===== src/rtl/po_signature_compactor.sv =====
// Serial-input MISR response compactor: folds one response bit per accepted
// cycle into a signature and compares it with a golden value at run end.
module po_signature_compactor #(
    parameter int               SIG_W = 16,
    parameter logic [SIG_W-1:0] POLY  = 16'h1021,
    parameter logic [SIG_W-1:0] SEED  = 16'hFFFF,
    parameter int               CNT_W = 16
) (
    input  logic             clk,
    input  logic             rst_n,
    input  logic             start,
    input  logic             abort,
    input  logic [CNT_W-1:0] num_vec,
    input  logic [SIG_W-1:0] golden,
    input  logic             po_valid,
    input  logic             po0,
    output logic             po_ready,
    output logic             busy,
    output logic             done,
    output logic             pass,
    output logic [SIG_W-1:0] signature,
    output logic [CNT_W-1:0] vec_count
);

    typedef enum logic [1:0] {IDLE, RUN, DONE} state_t;

    state_t           state_q, state_d;
    logic [SIG_W-1:0] sig_q;
    logic [CNT_W-1:0] cnt_q;
    logic [CNT_W-1:0] nvec_q;
    logic             pass_q;

    logic             xfer;
    logic             last;
    logic             launch;
    logic [SIG_W-1:0] sig_next;

    // Handshake outputs come from registered state only, never from po_valid.
    assign busy      = (state_q == RUN);
    assign done      = (state_q == DONE);
    assign po_ready  = busy;
    assign pass      = pass_q;
    assign signature = sig_q;
    assign vec_count = cnt_q;

    assign launch   = start && !abort && (state_q != RUN);
    assign xfer     = busy && po_valid && !abort;
    assign last     = (cnt_q == nvec_q - CNT_W'(1));
    assign sig_next = {sig_q[SIG_W-2:0], 1'b0}
                    ^ (sig_q[SIG_W-1] ? POLY : '0)
                    ^ {{(SIG_W-1){1'b0}}, po0};

    // NOTE: every output of an always_comb gets a default first, so no path
    // through the case can leave it unassigned and infer a latch.
    always_comb begin
        state_d = state_q;
        if (abort) begin
            state_d = IDLE;
        end else begin
            unique case (state_q)
                IDLE, DONE: if (start) state_d = (num_vec == '0) ? DONE : RUN;
                RUN:        if (xfer && last) state_d = DONE;
                default:    state_d = IDLE;
            endcase
        end
    end

    // NOTE: sequential state uses non-blocking assignments only, so every
    // register samples pre-edge values regardless of statement order.
    always_ff @(posedge clk or negedge rst_n) begin
        if (!rst_n) state_q <= IDLE;
        else        state_q <= state_d;
    end

    always_ff @(posedge clk or negedge rst_n) begin
        if (!rst_n) begin
            sig_q  <= SEED;
            cnt_q  <= '0;
            nvec_q <= '0;
            pass_q <= 1'b0;
        end else if (abort) begin
            pass_q <= 1'b0;
        end else if (launch) begin
            sig_q  <= SEED;
            cnt_q  <= '0;
            nvec_q <= num_vec;
            // A zero-length run completes immediately on the seed value.
            pass_q <= (num_vec == '0) && (SEED == golden);
        end else if (xfer) begin
            sig_q <= sig_next;
            cnt_q <= cnt_q + CNT_W'(1);
            if (last) pass_q <= (sig_next == golden);
        end
    end

endmodule


===== config.mk =====
export PLATFORM = sky130hd
export DESIGN_NAME = po_signature_compactor
export DESIGN_NICKNAME = d
export VERILOG_FILES = /design/src/rtl/po_signature_compactor.sv
export SDC_FILE = /design/constraint.sdc
export NUM_CORES = 1
export LEC_CHECK = 0
export BUFFER_PORTS_ARGS = -buffer_cell sky130_fd_sc_hd__buf_2
export CAP_MARGIN = 25
export CORE_MARGIN = 5
export CORE_UTILIZATION = 40
export CTS_BUF_LIST = sky130_fd_sc_hd__clkbuf_4 sky130_fd_sc_hd__clkbuf_8
export CTS_CLUSTER_DIAMETER = 60
export DETAILED_ROUTE_END_ITERATION = 10
export PLACE_DENSITY = 0.67
export SETUP_SLACK_MARGIN = 0.1
export SLEW_MARGIN = 0
export SYNTH_ARGS = -nofsm -noshare
export SYNTH_HDL_FRONTEND = slang
export SYNTH_SLANG_ARGS = --single-unit

===== constraint.sdc =====
create_clock -name clk -period 4.74 [get_ports clk]
set_input_delay 0.474 -clock clk [delete_from_list [all_inputs] [get_ports clk]]
set_output_delay 0.474 -clock clk [all_outputs]
set_load 0.02 [all_outputs]

# ---- After elaboration in Yosys (flattened, before gate mapping)
# Index checks and enable logic that the tools add are counted.
dict set report totals {
  reg_bits 51
  input_bits 38
  out_inout_bits 36
  word_cells 49
}
dict set report classes {
  addsub 2
  eq_ne 8
  muxes 14
  n_bitwise 3
  reduce_logical 17
}
# operator n
set op_table {}
lappend op_table {{16-bit two-way mux} 4}
lappend op_table {{16-bit == test} 2}
lappend op_table {{16-bit by 1-bit adder with 16-bit output, second input constant} 1}
lappend op_table {{16-bit == test, first input constant} 1}
lappend op_table {{16-bit zero test} 1}
lappend op_table {{16-bit by 1-bit subtractor with 16-bit output, second input constant} 1}
lappend op_table {{16-bit by 1-bit bitwise XOR with 16-bit output} 1}
lappend op_table {{16-bit by 13-bit bitwise XOR with 16-bit output} 1}
lappend op_table {{13-bit two-way mux} 1}
lappend op_table {{2-bit two-way mux} 4}
lappend op_table {{2-bit AND reduction} 4}
lappend op_table {{1-bit logical AND} 6}
lappend op_table {{3-bit nonzero test} 2}
lappend op_table {{1-bit two-way mux} 4}
lappend op_table {{2-bit case mux with 2 select lines} 1}
lappend op_table {{3-bit by 2-bit inequality test with 1-bit output, second input constant} 1}
lappend op_table {{3-bit inequality test, second input constant} 1}
lappend op_table {{2-bit by 1-bit == test with 1-bit output, second input constant} 1}
lappend op_table {{2-bit == test, second input constant} 1}
lappend op_table {{2-bit zero test} 1}
lappend op_table {{2-bit by 1-bit inequality test with 1-bit output, second input constant} 1}
lappend op_table {{2-bit nonzero test} 1}
lappend op_table {{2-bit OR reduction} 1}
lappend op_table {{1-bit zero test} 1}
lappend op_table {{1-bit NOT} 1}

# ---- Depth between registers and ports, before layout
# Gate-level depths: netlist (run 1).
dict set report depth {
  ltp_word 8
  ltp_mapped 9
  mapped_depth_nobuf 9
}

# ---- Least setup slack after synthesis (run 1)
# Ideal clock, no wire load.
dict set report synth_timing {
  kind {register to register}
  startpoint {register nvec_q[0]}
  endpoint {register pass_q (netlist: pass)}
  setup_ns 0.094
  arrival_ns 2.346
  required_ns 4.646
  slack_ns 2.300
  stages_incl_launch_ff 10
  path_buffers 0
  synth_period_minus_slack_ns 2.440
  path_cell_list {dfrtp_1 inv_1 ha_1 or3b_2 nor4_1 mux2i_1 a211o_1 nand4_1 or2_1 a221oi_2}
}
dict set report synth_between {
  elab_chain_cells 4
}
# element line
set synth_lines {}
lappend synth_lines {{start, declared} 30} ;# logic [CNT_W-1:0] nvec_q;
lappend synth_lines {{start signal, assigned} 86} ;# nvec_q <= num_vec;
lappend synth_lines {{16-bit by 1-bit subtractor with 16-bit output} 48} ;# assign last = (cnt_q == nvec_q - CNT_W'(1));
lappend synth_lines {{16-bit == test} 48}
lappend synth_lines {{3-bit nonzero test (no source line)} --}
lappend synth_lines {{2-bit AND reduction (no source line)} --}
lappend synth_lines {{end signal, assigned} 88} ;# pass_q <= (num_vec == '0) && (SEED == golden);
lappend synth_lines {{end signal, assigned} 92} ;# if (last) pass_q <= (sig_next == golden);
lappend synth_lines {{end, declared} 31} ;# logic pass_q;
# No other way between the ends.
# A chain may end at the register's enable or synchronous reset.

# ---- Worst setup path after layout (run 1)
# Same ends and word-level chain as after synthesis.

==> flow_summary.toml, run 1 <==
[run_status]
status = "completed"

[pwr]
p_leak_nw = 1.67
power_mw = 1.21
irDropWorstVdd_v = 0.000160
powerDensity_nw_per_um2 = 334
netSwitchingPower_mw = 0.400
switching_share = 0.332
p_int_mw = 0.807
seqPwrFrac = 0.476
combinationalPowerShare = 0.266
clkPwrFrac = 0.259

[timing]
maxSlewHeadroom = 0.323
setup_viol = 0
rsz0062_at_grt = "no"
hold_slack_ns = 0.256
tns_ns = 0
report.final.hold_viol_count = 0
period_share = 0.613
clock_skew_ns = 0.00669
setup_ws_ns = 1.83
tightest_slew_ns = 1.01
min_period_ns = 2.91
fmax_mhz = 344
slew_violations = 0

[critical_path]
ff2ff_setup_slack_ns = 1.83
cp_data_arrival_time_ns = 3.12
crit_chain = "inv_1, ha_1, or3b_2, o31ai_1, nand4_1, nor4_1, nand4_1, or2_1, a221oi_2"
start_kind = "register"
reg2reg_to = "pass"
criticalPathCategory = "reg -> reg"
r2r-start = "nvec_q[0]"
critPathMaxStageDelay_ns = 0.56
rr_worst_depth = 9
endpoint_kind = "register"
worst-path-buf-inv = 1
crit_required_ns = 4.95
path_common_cell = "nand4_1"
crit_slowest_cell = "or3b_2"
path_max_fanout = 5
critical_path.top_delay_family = "simple AND/OR/NAND/NOR gates"

[synthesis]
ys_ff_latch = 51
yosysMostFrequentCell = "nand2_1"
synth_warnings = 0
ys.flop_type = "dfrtp_1"
synth_top_cell_by_area = "dfrtp_1"
netlist.area_leader.share = 0.286
synthCells = 352
synth_edf_count = 0
syn-cell-area_um2 = 3070
synth_nets = 392
async_reset_ff_frac = 1.00
ys_types = 48
ys_top_cells_by_area = "dfrtp_1 (29%), dfstp_2 (14%), nand2_1 (9.7%)"
synth-seq-area-share = 0.423
synth_commonest_cells = "nand2_1 (79), dfrtp_1 (35), xnor2_1 (28), nor2_1 (25), xor2_1 (22)"
avgSynthCellArea_um2 = 8.71

[cells_and_area]
nFillCells = 764
antenna_cells = 0
regArea_um2 = 1300
fin_nets = 459
drive_gt1_frac = 0.264
fin_area_um2 = 3620
layoutNonFillerInstCount = 522
multi_input_area_um2 = 1660
final_util = 0.475
area_growth_pct = 18.0

[route]
wl_per_cell_um = 15.0
wl_mm = 7.81
dr.first_iter.drc_count = 131
first_pass_iters = 4
via_per_inst = 5.37
drc = 0
via_count = 2803
detail-route-antenna-nets = 0

[place]
dp_slack_ns = 1.86
hpwlAfterDp_mm = 6.01
dpl_cell_area_um2 = 3500
gp_congestion = 0.876
placed_cells = 514
io_buffers = 73

[cts]
cts_buffer_depth = 2
cts_resized = 0
clockRootBuffer = "clkbuf_8"
clk_pin_slew_ns = 0.09
cts-buffers-inserted = 5
cts.htree.levels = 2
cts_setup_buffers = 0
worstSkewPairLatency_ns = 0.30
hold_buffers = 0
clock_sinks = 51
cts_tree = "built"

[floorplanning]
fp.dieW_um = 97.5
start_util = 0.403
fp.dieH_um = 97.5
rows = 32
core_um2 = 7610
io_pins = 74
die_area_um2 = 9510

[grt]
grt_pass1_wl_mm = 12.9
track_usage = 0.161
grt_max_degree = 52
grt_antenna_before_repair = 0
overflow = 0
grt_pass1_vias = 2726

[flow_run]
drv_cap = 0

[min_path]
hp-class = "in -> async"
-- power by group through the flow --
stage | clock network (mW) | logic, mW | registers [mW]
finish | 0.312 | 0.321 | 0.574
global route | 0.339 | 0.358 | 0.584
CTS | 0.321 | 0.324 | 0.575
detailed placement | 0 | 0.322 | 0.581
global placement | 0 | 0.315 | 0.581
floorplan | 0 | 0.209 | 0.593
-- layout make-up --
cell class              instances  share of cell area
inverters                       8             0.00830
repair buffers                 76               0.107
clock buffers                   6              0.0228
flip-flops and latches         51               0.358
multi-input cells             277               0.458
well taps                     102              0.0353
clock inverters                 2             0.00969
-- how the worst max path moves through the flow --
stage | start | cells after the start | to | slack (ns)
global placement | nvec_q[0] | 9 | pass | 1.92
CTS | nvec_q[0] | 9 | pass | 1.84
finish | nvec_q[0] | 9 | pass | 1.83
detailed placement | nvec_q[0] | 9 | pass | 1.86
global route | nvec_q[0] | 9 | pass | 1.66
floorplan | nvec_q[0] | 9 | pass | 2.30
-- flip-flops by register name, summed over array words and instances, names as in the netlist --
register   count
nvec_q        16
signature     16
vec_count     16
state_q        2
pass           1
-- metal layers --
metal / routed length [µm] / share of wire / GRT usage
met5: 0 / 0 / 0
met3: 342 / 0.044 / 0.0294
met1: 3470 / 0.44 / 0.214
met4: 112 / 0.014 / 0.0351
met2: 3880 / 0.50 / 0.275
-- cells by family after synthesis --
kind of cell	after synthesis	synth area share
AO/OA/AOI/OAI	40	0.0898
XOR/XNOR	50	0.143
adder cells (fa/ha/maj)	2	0.00816
buffers and inverters	24	0.0380
flip-flops	51	0.423
multiplexers	2	0.00653
AND/OR/NAND/NOR	183	0.292
-- layout by cell type, fill, tap and decap left out, drive strengths merged, types with 2 or more instances in the layout --
cell type	netlist	layout
a21o	2	2
a21oi	10	10
and3	3	3
buf	9	76
clkbuf	7	6
dfrtp	35	35
dfstp	16	16
ha	2	2
inv	8	8
mux2i	2	2
nand2	79	79
nand2b	2	2
nand3	16	16
nand3b	4	4
nand4	12	12
nor2	25	25
nor3	11	11
nor4	14	14
o211ai	5	5
o21ai	11	11
o31ai	2	2
or2	3	3
or3	6	6
or4	3	3
xnor2	28	28
xor2	22	22
-- worst reg2reg max path: cells and delay by family (launching register included) --
| family | cells | cell delay [ns] |
|---|---|---|
| AND/OR/NAND/NOR | 5 | 1.56 |
| AO/OA/AOI/OAI | 2 | 0.50 |
| flip-flops | 1 | 0.44 |
| adder cells (fa/ha/maj) | 1 | 0.22 |
| buffers and inverters | 1 | 0.09 |
Power figures use the tool's default switching activity.
==> inputs of run 2 (changes only) <==
- PLACE_DENSITY: 0.67 -> 0.69
- clock period: 4.74 -> 2.66 ns (I/O delays scaled with it)
==> flow_summary.toml, run 2 (synthesis results as in run 1) <==
[grt]
top_usage_layer = "met2"
grt_pass1_vias = 2878
overflow = 0
use_met3 = 0.0330
grt_antenna_before_repair = 0
grt_pass1_wl_mm = 13.5
track_usage = 0.171
use_met1 = 0.215
use_met2 = 0.296
grt_max_degree = 37

[critical_path]
cp_data_arrival_time_ns = 2.71
path_max_fanout = 7
endpoint_kind = "register"
crit_chain = "or4_4, nor4_4, xnor2_1, nor4b_2, nand4_1, or2_1, a221oi_2"
crit_slowest_cell = "or4_4"
worst-path-buf-inv = 0
start_kind = "register"
crit_required_ns = 2.88
critical_path.top_delay_family = "simple AND/OR/NAND/NOR gates"
critPathMaxStageDelay_ns = 0.63
criticalPathCategory = "reg -> reg"

[place]
hpwlAfterDp_mm = 6.07
dp_slack_ns = 0.0427
io_buffers = 73
gp_congestion = 0.873

[route]
detail-route-antenna-nets = 0
wl_per_cell_um = 15.0
via_per_inst = 5.32
via_count = 2828
dr.first_iter.drc_count = 141
drc = 0
first_pass_iters = 4
wl_mm = 7.98

[floorplanning]
die_area_um2 = 9510
rows = 32
core_um2 = 7610
start_util = 0.403
fp.dieH_um = 97.5
io_pins = 74
fp.dieW_um = 97.5

[cts]
cts_buffer_depth = 2
clk_pin_slew_ns = 0.09
cts-buffers-inserted = 5
cts_tree = "built"
worstSkewPairLatency_ns = 0.30
cts.htree.levels = 2
clockRootBuffer = "clkbuf_8"
hold_buffers = 0
clock_sinks = 51

[timing]
clock_skew_ns = 0.00550
maxSlewHeadroom = 0.467
rsz0062_at_grt = "yes"
min_period_ns = 2.49
report.final.hold_viol_count = 0
tns_ns = 0
setup_ws_ns = 0.170
period_share = 0.936
setup_viol = 0
slew_violations = 0
tightest_slew_ns = 0.799
fmax_mhz = 402

[run_status]
status = "completed"

[pwr]
powerDensity_nw_per_um2 = 578
irDropWorstVdd_v = 0.000317
power_mw = 2.16
p_leak_nw = 1.72

[min_path]
hp-class = "in -> async"

[cells_and_area]
final_util = 0.491
nFillCells = 758
fin_nets = 469
area_growth_pct = 22.0
drive_gt1_frac = 0.309
layout_common_cells = "nand2_1 (79), buf_2 (73), dfrtp_1 (32)"
final_common_cell = "nand2_1"
antenna_cells = 0

[flow_run]
drv_cap = 0
==> run 2: final cells by class <==
type	instances	area, µm²	area share
Clock buffer	8	104	0.0278
Multi-Input combinational cell	277	1710	0.458
Tap cell	102	128	0.0341
Sequential cell	51	1300	0.348
Timing Repair Buffer	86	463	0.124
Inverter	8	30.0	0.00803
==> run 2: through the flow <==
stage                     instance area, µm²  hold WS, ns  instances
after global routing                    3740        0.113        532
after global placement                  3540        0.400        520
after CTS                               3660       0.0714        528
after floorplan                         3070      -0.0296        352
final                                   3740       0.0473        532
after detailed placement                3540        0.404        520
==> run 2: what timing repair did <==
item | CTS | global route
pin swaps | 0 | 7
setup endpoints to repair | 2 | 3
buffers inserted | 0 | 4
resized for setup | 3 | 13
==> run 2: worst paths after layout <==
| kind | start | end | slack [ns] | depth (start not counted) |
|---|---|---|---|---|
| max | nvec_q[8] | pass | 0.17 | 7 |
| min reg2reg | nvec_q[15] | nvec_q[15] | 0.51 | 2 |
| min | rst_n | vec_count[5] | 0.05 | 1 |
| max in group asynchronous | rst_n | signature[15] | 1.84 | 2 |
| max reg2reg | nvec_q[8] | pass | 0.17 | 7 |
| min in group clk | num_vec[5] | nvec_q[5] | 0.16 | 3 |
==> run 2: layer usage <==
layer | up-vias | wire length (µm)
met5 | - | 0
met4 | 0 | 179
met3 | 19 | 360
met2 | 83 | 4000
met1 | 1363 | 3440
li1 | 1363 | -
==> run 2: worst reg2reg max path: cells and delay by family (launching register included) <==
family / cells / cell delay, ns
and+or+nand+nor: 5 / 1.67
DFF: 1 / 0.41
AOI/OAI and AO/OA: 1 / 0.22
xor gates and xnor gates: 1 / 0.11
==> run 2: report_power, final <==
part / switching, mW / internal, mW
logic: 0.371 / 0.280
clock network: 0.245 / 0.248
registers: 0.123 / 0.895
==> inputs of run 3 (changes only) <==
- CORE_MARGIN: 5 -> 2
==> flow_summary.toml, run 3 (synthesis results as in run 1) <==
[critical_path]
ff2ff_setup_slack_ns = 0.13
crit_end = "pass"
critPathMaxStageDelay_ns = 0.57
reg2reg_to = "pass"
crit_slowest_cell = "or4_4"
criticalPathCategory = "reg -> reg"
path_max_fanout = 8
start_kind = "register"
cp_data_arrival_time_ns = 2.74
endpoint_kind = "register"
path_depth = 8
worst-path-buf-inv = 1
critical_path.top_delay_family = "simple AND/OR/NAND/NOR gates"
crit_chain = "or4_4, buf_4, nor4_1, a31o_2, a211o_1, nand4_1, or2_4, a221oi_2"
rr_worst_depth = 8
crit_required_ns = 2.87
r2r-start = "nvec_q[2]"
cp-startpoint = "nvec_q[2]"

[pwr]
powerDensity_nw_per_um2 = 576
irDropWorstVdd_v = 0.000317
power_mw = 2.13
p_leak_nw = 1.70

[timing]
maxSlewHeadroom = 0.438
min_period_ns = 2.53
tns_ns = 0
clock_skew_ns = 0.00372
report.final.hold_viol_count = 0
slew_violations = 0
rsz0062_at_grt = "yes"
setup_viol = 0
period_share = 0.949
fmax_mhz = 396
setup_ws_ns = 0.135
tightest_slew_ns = 0.843

[route]
first_pass_iters = 4
wl_per_cell_um = 15.3
drc = 0
via_count = 2818
via_per_inst = 5.36
dr.first_iter.drc_count = 149
detail-route-antenna-nets = 0
wl_mm = 8.05

[run_status]
status = "completed"

[cells_and_area]
fin_nets = 466
antenna_cells = 0
drive_gt1_frac = 0.300
final_common_cell = "nand2_1"
area_growth_pct = 20.7
nFillCells = 726
layoutNonFillerInstCount = 526
layout_common_cells = "nand2_1 (79), buf_2 (73), dfrtp_1 (35)"

[place]
placed_cells = 516
hpwlAfterDp_mm = 6.06
gp_congestion = 0.901
io_buffers = 73
dp_slack_ns = -0.0618

[cts]
cts_buffer_depth = 2
cts_tree = "built"
hold_buffers = 0
clk_pin_slew_ns = 0.09
cts.htree.levels = 2
clock_sinks = 51
clockRootBuffer = "clkbuf_8"
worstSkewPairLatency_ns = 0.30
cts-buffers-inserted = 5

[grt]
track_usage = 0.195
grt_pass1_vias = 2660
grt_max_degree = 38
grt_pass1_wl_mm = 13.2
overflow = 0
grt_antenna_before_repair = 0

[floorplanning]
fp.dieW_um = 91.5
start_util = 0.418
io_pins = 74
fp.dieH_um = 91.5
die_area_um2 = 8380
core_um2 = 7330
rows = 31

[flow_run]
drv_cap = 0

[min_path]
hp-class = "in -> async"
run 3: changes by cell type in the layout (fill, tap and decap cells not counted), sizes merged:
cell,change
clkinv,+1
buf,-3
clkbuf,-1
run 3: metrics by stage:
| step | hold WS [ns] | util | instance area, µm² |
|---|---|---|---|
| finish | 0.0602 | 0.505 | 3700 |
| floorplan | -0.0296 | - | 3070 |
| CTS | 0.0797 | 0.498 | 3650 |
| global placement | 0.417 | 0.482 | 3530 |
| global route | 0.115 | 0.505 | 3700 |
| detailed placement | 0.420 | 0.482 | 3530 |
run 3: power breakdown:
part | leakage [nW] | internal (mW) | switching (mW)
combinational | 1.02 | 0.270 | 0.352
clock | 0.0519 | 0.224 | 0.262
sequential | 0.630 | 0.894 | 0.131
total | 1.70 | 1.39 | 0.745
run 3: layer usage:
metal	track usage	wire, µm
met1	0.270	3740
met2	0.312	3810
met3	0.0373	389
met4	0.0492	112
met5	0	0
run 3: area by class of cell:
| class | count | area [µm²] | share of cell area |
|---|---|---|---|
| clock buffers | 7 | 90.1 | 0.0243 |
| clock inverters | 1 | 8.76 | 0.00237 |
| inverters | 8 | 30.0 | 0.00812 |
| multi-input cells | 277 | 1710 | 0.462 |
| flip-flops and latches | 51 | 1300 | 0.350 |
| well taps | 99 | 124 | 0.0335 |
| repair buffers | 83 | 440 | 0.119 |
run 3: repair_timing:
item / 4_1_cts / 5_1_grt
buffers inserted: 0 / 2
pin swaps: 2 / 2
endpoints found under the hold margin: 0 / 0
resized for setup: 4 / 8
endpoints found under the setup margin: 2 / 3
run 3: how the worst min path moves through the flow:
stage / start / end / cells after the start
after CTS: rst_n / vec_count[2] / 1
after global placement: rst_n / vec_count[4] / 1
final: rst_n / vec_count[3] / 1
after global routing: rst_n / vec_count[2] / 1
after floorplan: rst_n / nvec_q[0] / 0
after detailed placement: rst_n / nvec_q[6] / 1
